### src/rtl/stack_guard_pkg.sv
// Shared types and defaults for the stack guard: FSM state encoding, fault cause codes
// and the default stack window bounds.
package stack_guard_pkg;

  typedef enum logic [1:0] {
    ST_IDLE  = 2'b00,
    ST_ARMED = 2'b01,
    ST_FAULT = 2'b10,
    ST_CLEAR = 2'b11
  } state_t;

  typedef enum logic [1:0] {
    CAUSE_NONE = 2'b00,
    CAUSE_OVF  = 2'b01,
    CAUSE_UNF  = 2'b10,
    CAUSE_MIS  = 2'b11
  } cause_t;

  localparam logic [31:0] DEF_STACK_TOP   = 32'h100103FC;
  localparam logic [31:0] DEF_STACK_LIMIT = 32'h10010000;

endpackage

### src/rtl/stack_guard_unit_sat_counter.sv
// Saturating up-counter: increments on inc and holds at all-ones instead of wrapping.
module sat_counter #(
  parameter int W = 8
) (
  input  logic         clk,
  input  logic         reset,
  input  logic         inc,
  output logic [W-1:0] count
);

  // Count register, sticks at its maximum value
  always_ff @(posedge clk or negedge reset) begin
    if (!reset) begin
      count <= {W{1'b0}};
    end else if (inc && (count != {W{1'b1}})) begin
      count <= count + W'(1);
    end else begin
      count <= count;
    end
  end

endmodule

### src/rtl/stack_guard_unit.sv
// Stack guard: checks every SP write against [STACK_LIMIT, STACK_TOP] and raises a sticky, acked fault.
// Optional alignment check is enabled by defining STACK_GUARD_ALIGN_CHECK_EN.
module stack_guard_unit
  import stack_guard_pkg::*;
#(
  parameter int           N           = 32,
  parameter logic [N-1:0] STACK_TOP   = N'(DEF_STACK_TOP),
  parameter logic [N-1:0] STACK_LIMIT = N'(DEF_STACK_LIMIT),
  parameter int           CNT_W       = 8
) (
  input  logic             clk,
  input  logic             reset,
  input  logic             sp_we,
  input  logic [N-1:0]     sp_wdata,
  input  logic             guard_en,
  input  logic             fault_ack,
  output logic             fault,
  output logic [1:0]       fault_cause,
  output logic [N-1:0]     fault_addr,
  output logic [N-1:0]     low_water,
  output logic [CNT_W-1:0] viol_count
);

  state_t state_r;
  logic   ovf_s;
  logic   unf_s;
  logic   mis_s;
  logic   viol_s;
  cause_t cause_s;
  logic   count_inc_s;

  // Classify the value being loaded into SP; range causes win over misalignment
  always_comb begin
    ovf_s   = 1'b0;
    unf_s   = 1'b0;
    mis_s   = 1'b0;
    cause_s = CAUSE_NONE;
    if (sp_we) begin
      ovf_s = (sp_wdata < STACK_LIMIT);
      unf_s = (sp_wdata > STACK_TOP);
`ifdef STACK_GUARD_ALIGN_CHECK_EN
      mis_s = (sp_wdata[1:0] != 2'b00);
`else
      mis_s = 1'b0;
`endif
    end else begin
      ovf_s = 1'b0;
      unf_s = 1'b0;
      mis_s = 1'b0;
    end
    viol_s = ovf_s | unf_s | mis_s;
    if (ovf_s) begin
      cause_s = CAUSE_OVF;
    end else if (unf_s) begin
      cause_s = CAUSE_UNF;
    end else if (mis_s) begin
      cause_s = CAUSE_MIS;
    end else begin
      cause_s = CAUSE_NONE;
    end
  end

  // Violations count in every state except IDLE, including ones coinciding with an ack
  assign count_inc_s = viol_s && (state_r != ST_IDLE);

  // Guard FSM with registered fault, cause and capture address
  always_ff @(posedge clk or negedge reset) begin
    if (!reset) begin
      state_r     <= ST_IDLE;
      fault       <= 1'b0;
      fault_cause <= CAUSE_NONE;
      fault_addr  <= {N{1'b0}};
    end else begin
      case (state_r)
        ST_IDLE: begin
          if (guard_en) begin
            state_r <= ST_ARMED;
          end else begin
            state_r <= ST_IDLE;
          end
        end
        ST_ARMED: begin
          if (viol_s) begin
            state_r     <= ST_FAULT;
            fault       <= 1'b1;
            fault_cause <= cause_s;
            fault_addr  <= sp_wdata;
          end else if (!guard_en) begin
            state_r <= ST_IDLE;
          end else begin
            state_r <= ST_ARMED;
          end
        end
        ST_FAULT: begin
          if (fault_ack) begin
            state_r     <= ST_CLEAR;
            fault       <= 1'b0;
            fault_cause <= CAUSE_NONE;
          end else begin
            state_r <= ST_FAULT;
          end
        end
        ST_CLEAR: begin
          if (viol_s) begin
            state_r     <= ST_FAULT;
            fault       <= 1'b1;
            fault_cause <= cause_s;
            fault_addr  <= sp_wdata;
          end else if (guard_en) begin
            state_r <= ST_ARMED;
          end else begin
            state_r <= ST_IDLE;
          end
        end
        default: begin
          state_r     <= ST_IDLE;
          fault       <= 1'b0;
          fault_cause <= CAUSE_NONE;
        end
      endcase
    end
  end

  // Low-water mark tracks every SP write regardless of guard state or range
  always_ff @(posedge clk or negedge reset) begin
    if (!reset) begin
      low_water <= STACK_TOP;
    end else if (sp_we && (sp_wdata < low_water)) begin
      low_water <= sp_wdata;
    end else begin
      low_water <= low_water;
    end
  end

  sat_counter #(
    .W(CNT_W)
  ) u_viol_cnt (
    .clk  (clk),
    .reset(reset),
    .inc  (count_inc_s),
    .count(viol_count)
  );

endmodule
### config.mk
export PLATFORM = sky130hd
export DESIGN_NAME = stack_guard_unit
export DESIGN_NICKNAME = d
export VERILOG_FILES = /design/src/rtl/stack_guard_pkg.sv /design/src/rtl/stack_guard_unit_sat_counter.sv /design/src/rtl/stack_guard_unit.sv
export SDC_FILE = /design/constraint.sdc
export NUM_CORES = 1
export LEC_CHECK = 0
export ABC_CLOCK_PERIOD_IN_PS = 6250
export BUFFER_PORTS_ARGS = -buffer_cell sky130_fd_sc_hd__buf_2
export CORE_UTILIZATION = 51
export CTS_CLUSTER_DIAMETER = 150
export DETAILED_ROUTE_END_ITERATION = 6
export PLACE_DENSITY_LB_ADDON = 0.25
export SLEW_MARGIN = 5
export SYNTH_ARGS = -nofsm -noshare
export SYNTH_HDL_FRONTEND = slang
export SYNTH_SLANG_ARGS = --single-unit
### constraint.sdc
create_clock -name clk -period 6.25 [get_ports clk]
set_input_delay 0.625 -clock clk [delete_from_list [all_inputs] [get_ports clk]]
set_output_delay 0.625 -clock clk [all_outputs]
set_load 0.01 [all_outputs]
; ---- Word-level counts from Yosys, hierarchy flattened
; Cells that the tools add are included.
[word_totals]
regBits = 77
input_bits = 37
wordCells = 40
[op_classes]
add_sub_neg = 1
order_cmp = 3
eq_ne = 6
muxes = 14
bitwise_logic = 1
reduce_logical = 9
[op_table]
columns = operator, n
row1 = "greater-than comparator 32 x 29 -> 1 bit, second input constant", 1
row2 = "less-than comparator 32 x 29 -> 1 bit, second input constant", 1
row3 = less-than comparator 32 bit, 1
row4 = 2-to-1 mux 2 bit, 5
row5 = "adder 8 x 1 -> 8 bit, second input constant", 1
row6 = "inequality test 8 bit, second input constant", 1
row7 = 2-to-1 mux 1 bit, 6
row8 = one-hot mux 2 bit (3 select lines), 1
row9 = "== test 2 bit, second input constant", 2
row10 = one-hot mux 2 bit (2 select lines), 1
row11 = nonzero test 2 bit, 2
row12 = logical AND 1 bit, 3
row13 = AND reduction 3 bit, 1
row14 = "== test 2 x 1 -> 1 bit, second input constant", 1
row15 = zero test 2 bit, 1
row16 = "inequality test 2 x 1 -> 1 bit, second input constant", 1
row17 = "inequality test 2 bit, second input constant", 1
row18 = one-hot mux 1 bit (2 select lines), 1
row19 = AND reduction 2 bit, 1
row20 = OR reduction 2 bit, 1
row21 = OR 1 bit, 1

; ---- Depth between registers and ports, before layout
[depth]
depth_word = 6
mapped_depth = 10
ltp_nobuf = 9

; ---- By module
; From an unflattened synthesis, not the netlist that was laid out.
[hier_totals]
cells_unflattened = 328
area_unflattened_um2 = 4093.9
[modules_own_cells]
columns = mod, instances, cells_each, area_per_inst_um2, seq_area_each_um2
row1 = stack_guard_unit, 1, 294, 3686.0, 1739.2
row2 = sat_counter, 1, 34, 407.9, 200.2

; ---- Worst setup path after synthesis
; OpenSTA, ideal clock, no wires.
[synth_path]
path_kind = input to register
startpoint = input sp_wdata[27]
endpoint = register fault_addr[0]
setup_time_ps = 125
t_arrival_ps = 2438
slack_ps = 3687
stages = 7
n_path_buf = 1
path_cell_list = or4_1 o31a_1 a211oi_2 o21ai_1 nand3_2 buf_6 mux2_2
[synth_between]
elab_chain_len = 4
word_cells_on_any_way = 6
classes_between = order compare (2) / mux (2) / bitwise (1) / reduce/logical (1)
[synth_rtl]
columns = element, line
row1 = start: declaration, stack_guard_unit.sv:14  ; input logic [N-1:0] sp_wdata,
row2 = less-than comparator 32 x 29 -> 1 bit or greater-than comparator 32 x 29 -> 1 bit (tied branches), "stack_guard_unit.sv:39, stack_guard_unit.sv:40"
row3 = 2-to-1 mux 1 bit, stack_guard_unit.sv:38  ; if (sp_we) begin
row4 = OR 1 bit *, stack_guard_unit.sv:51  ; viol_s = ovf_s | unf_s | mis_s;
row5 = AND reduction 2 bit (no line) *, -
row6 = end signal: assignment, stack_guard_unit.sv:72  ; fault_addr <= {N{1'b0}};
row7 = end signal: assignment, stack_guard_unit.sv:87  ; fault_addr <= sp_wdata;
row8 = end signal: assignment, stack_guard_unit.sv:108  ; fault_addr <= sp_wdata;
row9 = end: declaration, stack_guard_unit.sv:19  ; output logic [N-1:0] fault_addr,
; Every way passes the cells marked *; elsewhere a longest branch is shown, timed or not.
; A chain may end at the register's enable or synchronous reset.

; ---- Final worst setup path
[layout_path]
startpoint = input sp_wdata[20]
endpoint = register fault_addr[10]
; The elaborated chain is that of the path after synthesis.

==> impl_metrics.json <==
{
  "synth.distinct_cells": 44,
  "synth-edff-count": 0,
  "leakagePower_nw": 2.369,
  "dp_cells": 521,
  "skew_ps": 9.229,
  "fp.dieH_um": 89.34,
  "fmax_ghz": 0.3451,
  "syn_area_per_cell_um2": 12.27,
  "hold_buffers": 0,
  "drt_iter0_markers": 98,
  "critPathKind": "input port to flop",
  "hpwlAfterDp_um": 6044,
  "hold_viol_final": 0,
  "rsz0062_at_grt": "false",
  "path_clk_slew_ps": 80,
  "post_cts_resized": 0,
  "synth_seq_cells": 77,
  "cts_inserted_buffers": 9,
  "wl_per_cell_um": 15.00,
  "pre_cts_ws_ps": 2940,
  "cts.sinks": 77,
  "cts_buffer_depth": 2,
  "first_global_vias": 2695,
  "setup_viol": 0,
  "worstSetupStartpointType": "input port",
  "core_mm2": 0.007331,
  "power.density_mw_per_mm2": 500.8,
  "p_seq_share_pct": 39.3,
  "switching_power_uw": 843.4,
  "fin_ws_ps": 3352,
  "synth_top_cell_by_area": "dfrtp_1",
  "ys_warn_count": 0,
  "num_antenna_cells": 0,
  "required_ps": 6470,
  "timing.final.crit_share_pct": 46.36,
  "die_w_um": 89.34,
  "synth_seq_area_share_pct": 49.86,
  "clockPowerShare_pct": 17.8,
  "combPwrFrac_pct": 43.0,
  "dr.pass1.iters": 4,
  "numPortBuffers": 111,
  "p_int_mw": 1.535,
  "syn-instance-count": 317,
  "vias_per_cell": 5.244,
  "cts_setup_buffers": 0,
  "track_usage_pct": 21.26,
  "syn2layout_area_growth_pct": 22.06,
  "initial_core_util_pct": 53.06,
  "maxSlewHeadroom_pct": 36.77,
  "syn_nets": 386,
  "tightest_slew_ps": 948.4,
  "drv_slew": 0,
  "antenna_found_initial": 0,
  "clkLatencyLatePin_ps": 350,
  "crit_arrival_ps": 3120,
  "wirelength_um": 8054,
  "drc_errors": 0,
  "grt_pass1_wl_um": 12610,
  "fp-row-count": 31,
  "drive_gt1_share_pct": 45.21,
  "die_area_mm2": 0.007981,
  "status": "finished clean",
  "cts_root_buf": "clkbuf_8",
  "hp-class": "input port to async pin",
  "ios": 112,
  "ys_top_cells_by_area": "dfrtp_1 (43%), mux2_2 (16%), ha_1 (10%)",
  "ant_nets": 0,
  "cts_tree": "yes",
  "syn_area_mm2": 0.003890,
  "async_reset_ff_share_pct": 100.0,
  "h-tree-depth": 3,
  "totalNegativeSetupSlack_ps": 0,
  "p_sw_share_pct": 35.47,
  "end_kind": "flop",
  "worstPathMaxFanout": 34,
  "grt_max_degree": 78,
  "synth_ff_type": "dfrtp_1",
  "nets": 502,
  "peakVddDrop_mv": 0.2437,
  "num_vias": 2816,
  "fin_worst_hold_slack_ps": 415.7,
  "synth_top_cell_area_share_pct": 43.10,
  "gp_congestion": 0.7327,
  "cap_viol_max_count": 0,
  "grt-ovfl-total": 0,
  "final_cells": 537,
  "fin_crit_ps": 2898
}
## metrics by stage
stage | total power, mW | cell area [um2] | utilization [%]
5_1_grt | 2.575 | 4748 | 64.77
6_report | 2.378 | 4748 | 64.77
2_1_floorplan | 1.583 | 3890 | -
3_5_place_dp | 1.974 | 4523 | 61.70
3_3_place_gp | 1.926 | 4523 | 61.70
4_1_cts | 2.402 | 4748 | 64.77
## synthesized netlist by cell type, types with 2 or more instances
master     n
mux2_2    56
nor2b_1    2
nand2_1   15
nor4_1     3
inv_1     32
a21o_1     5
o211ai_1   2
mux2_1     8
dfrtp_1   67
a21oi_1   11
nand4_1    9
and2_1     2
nor2_1     9
dfstp_2   10
ha_1      32
buf_2      3
xnor2_1    6
and3_1     2
and4_1     4
o21ai_0   10
or3_1      2
a221o_1    2
buf_6      4
## state kept, by name, indices dropped and copies added, names as in the netlist, named ones only
name	cells
state_r	1
u_viol_cnt.count	8
fault_cause	2
fault_addr	32
fault	1
low_water	32
## worst max-delay path, stage by stage
cell and delay (ps):
buf_2 120, or4_4 550, nor2_1 180, a211oi_2 80
o21ai_1 230, nand3_2 720, mux2_1 600
## area by class of cell
cell class / count / area [um2]
flip-flops and latches: 77 / 1939
clock inverters: 4 / 70.07
inverters: 32 / 120.1
clock buffers: 12 / 155.1
fillers: 608 / 2582
repair buffers: 113 / 573.1
well taps: 99 / 123.9
multi-input cells: 200 / 1767
## power groups by stage
stage                     clock network [mW]  logic (mW)  registers (mW)
final                                  0.423        1.02           0.933
after CTS                              0.431        1.04           0.934
after global placement                     0       0.994           0.932
after global routing                   0.452        1.15           0.969
after floorplan                            0       0.551            1.03
after detailed placement                   0        1.03           0.943
## layer usage
metal | vias up | GRT usage (%) | wire length, um
li1 | 1362 | - | -
met1 | 1369 | 28.68 | 3727
met2 | 73 | 33.73 | 3766
met3 | 12 | 3.878 | 431
met4 | 0 | 9.091 | 129
met5 | - | 0 | 0
## cell families after synthesis
group / Yosys count / synth area share [%]
compound gates: 40 / 6.691
mux: 65 / 18.91
buf+inv: 40 / 4.728
fa+ha+maj: 32 / 10.29
simple gates: 56 / 7.944
flops: 77 / 49.86
xor+xnor: 7 / 1.576
## cell usage in the layout, fill, tap and decap left out, types with 3 or more instances in the layout
cell      synthesis  final
buf_4             0      3
clkbuf_8          0     11
dfstp_2          10     10
mux2_2           56     56
nand2_1          15     15
and4_1            4      4
mux2_1            8      8
nor4_1            3      3
dfrtp_1          67     67
nand4_1           9      9
xnor2_1           6      6
a21oi_1          11     11
buf_2             3    110
a21o_1            5      5
ha_1             32     32
o21ai_0          10     10
inv_1            32     32
nor2_1            9      9
## path summary, 6_finish.rpt
path                                 from        endpoint  slack, ps  depth (start not counted)
max reg2reg                 low_water[28]   low_water[10]       3560                          9
max in group asynchronous           reset  fault_addr[23]       5210                          1
max                          sp_wdata[20]  fault_addr[10]       3350                          7
min reg2reg                fault_addr[14]  fault_addr[14]        490                          1
min                                 reset   fault_addr[4]        420                          1
min in group clk           fault_addr[14]  fault_addr[14]        490                          1
Note: power is estimated with default switching activity, not from simulation.
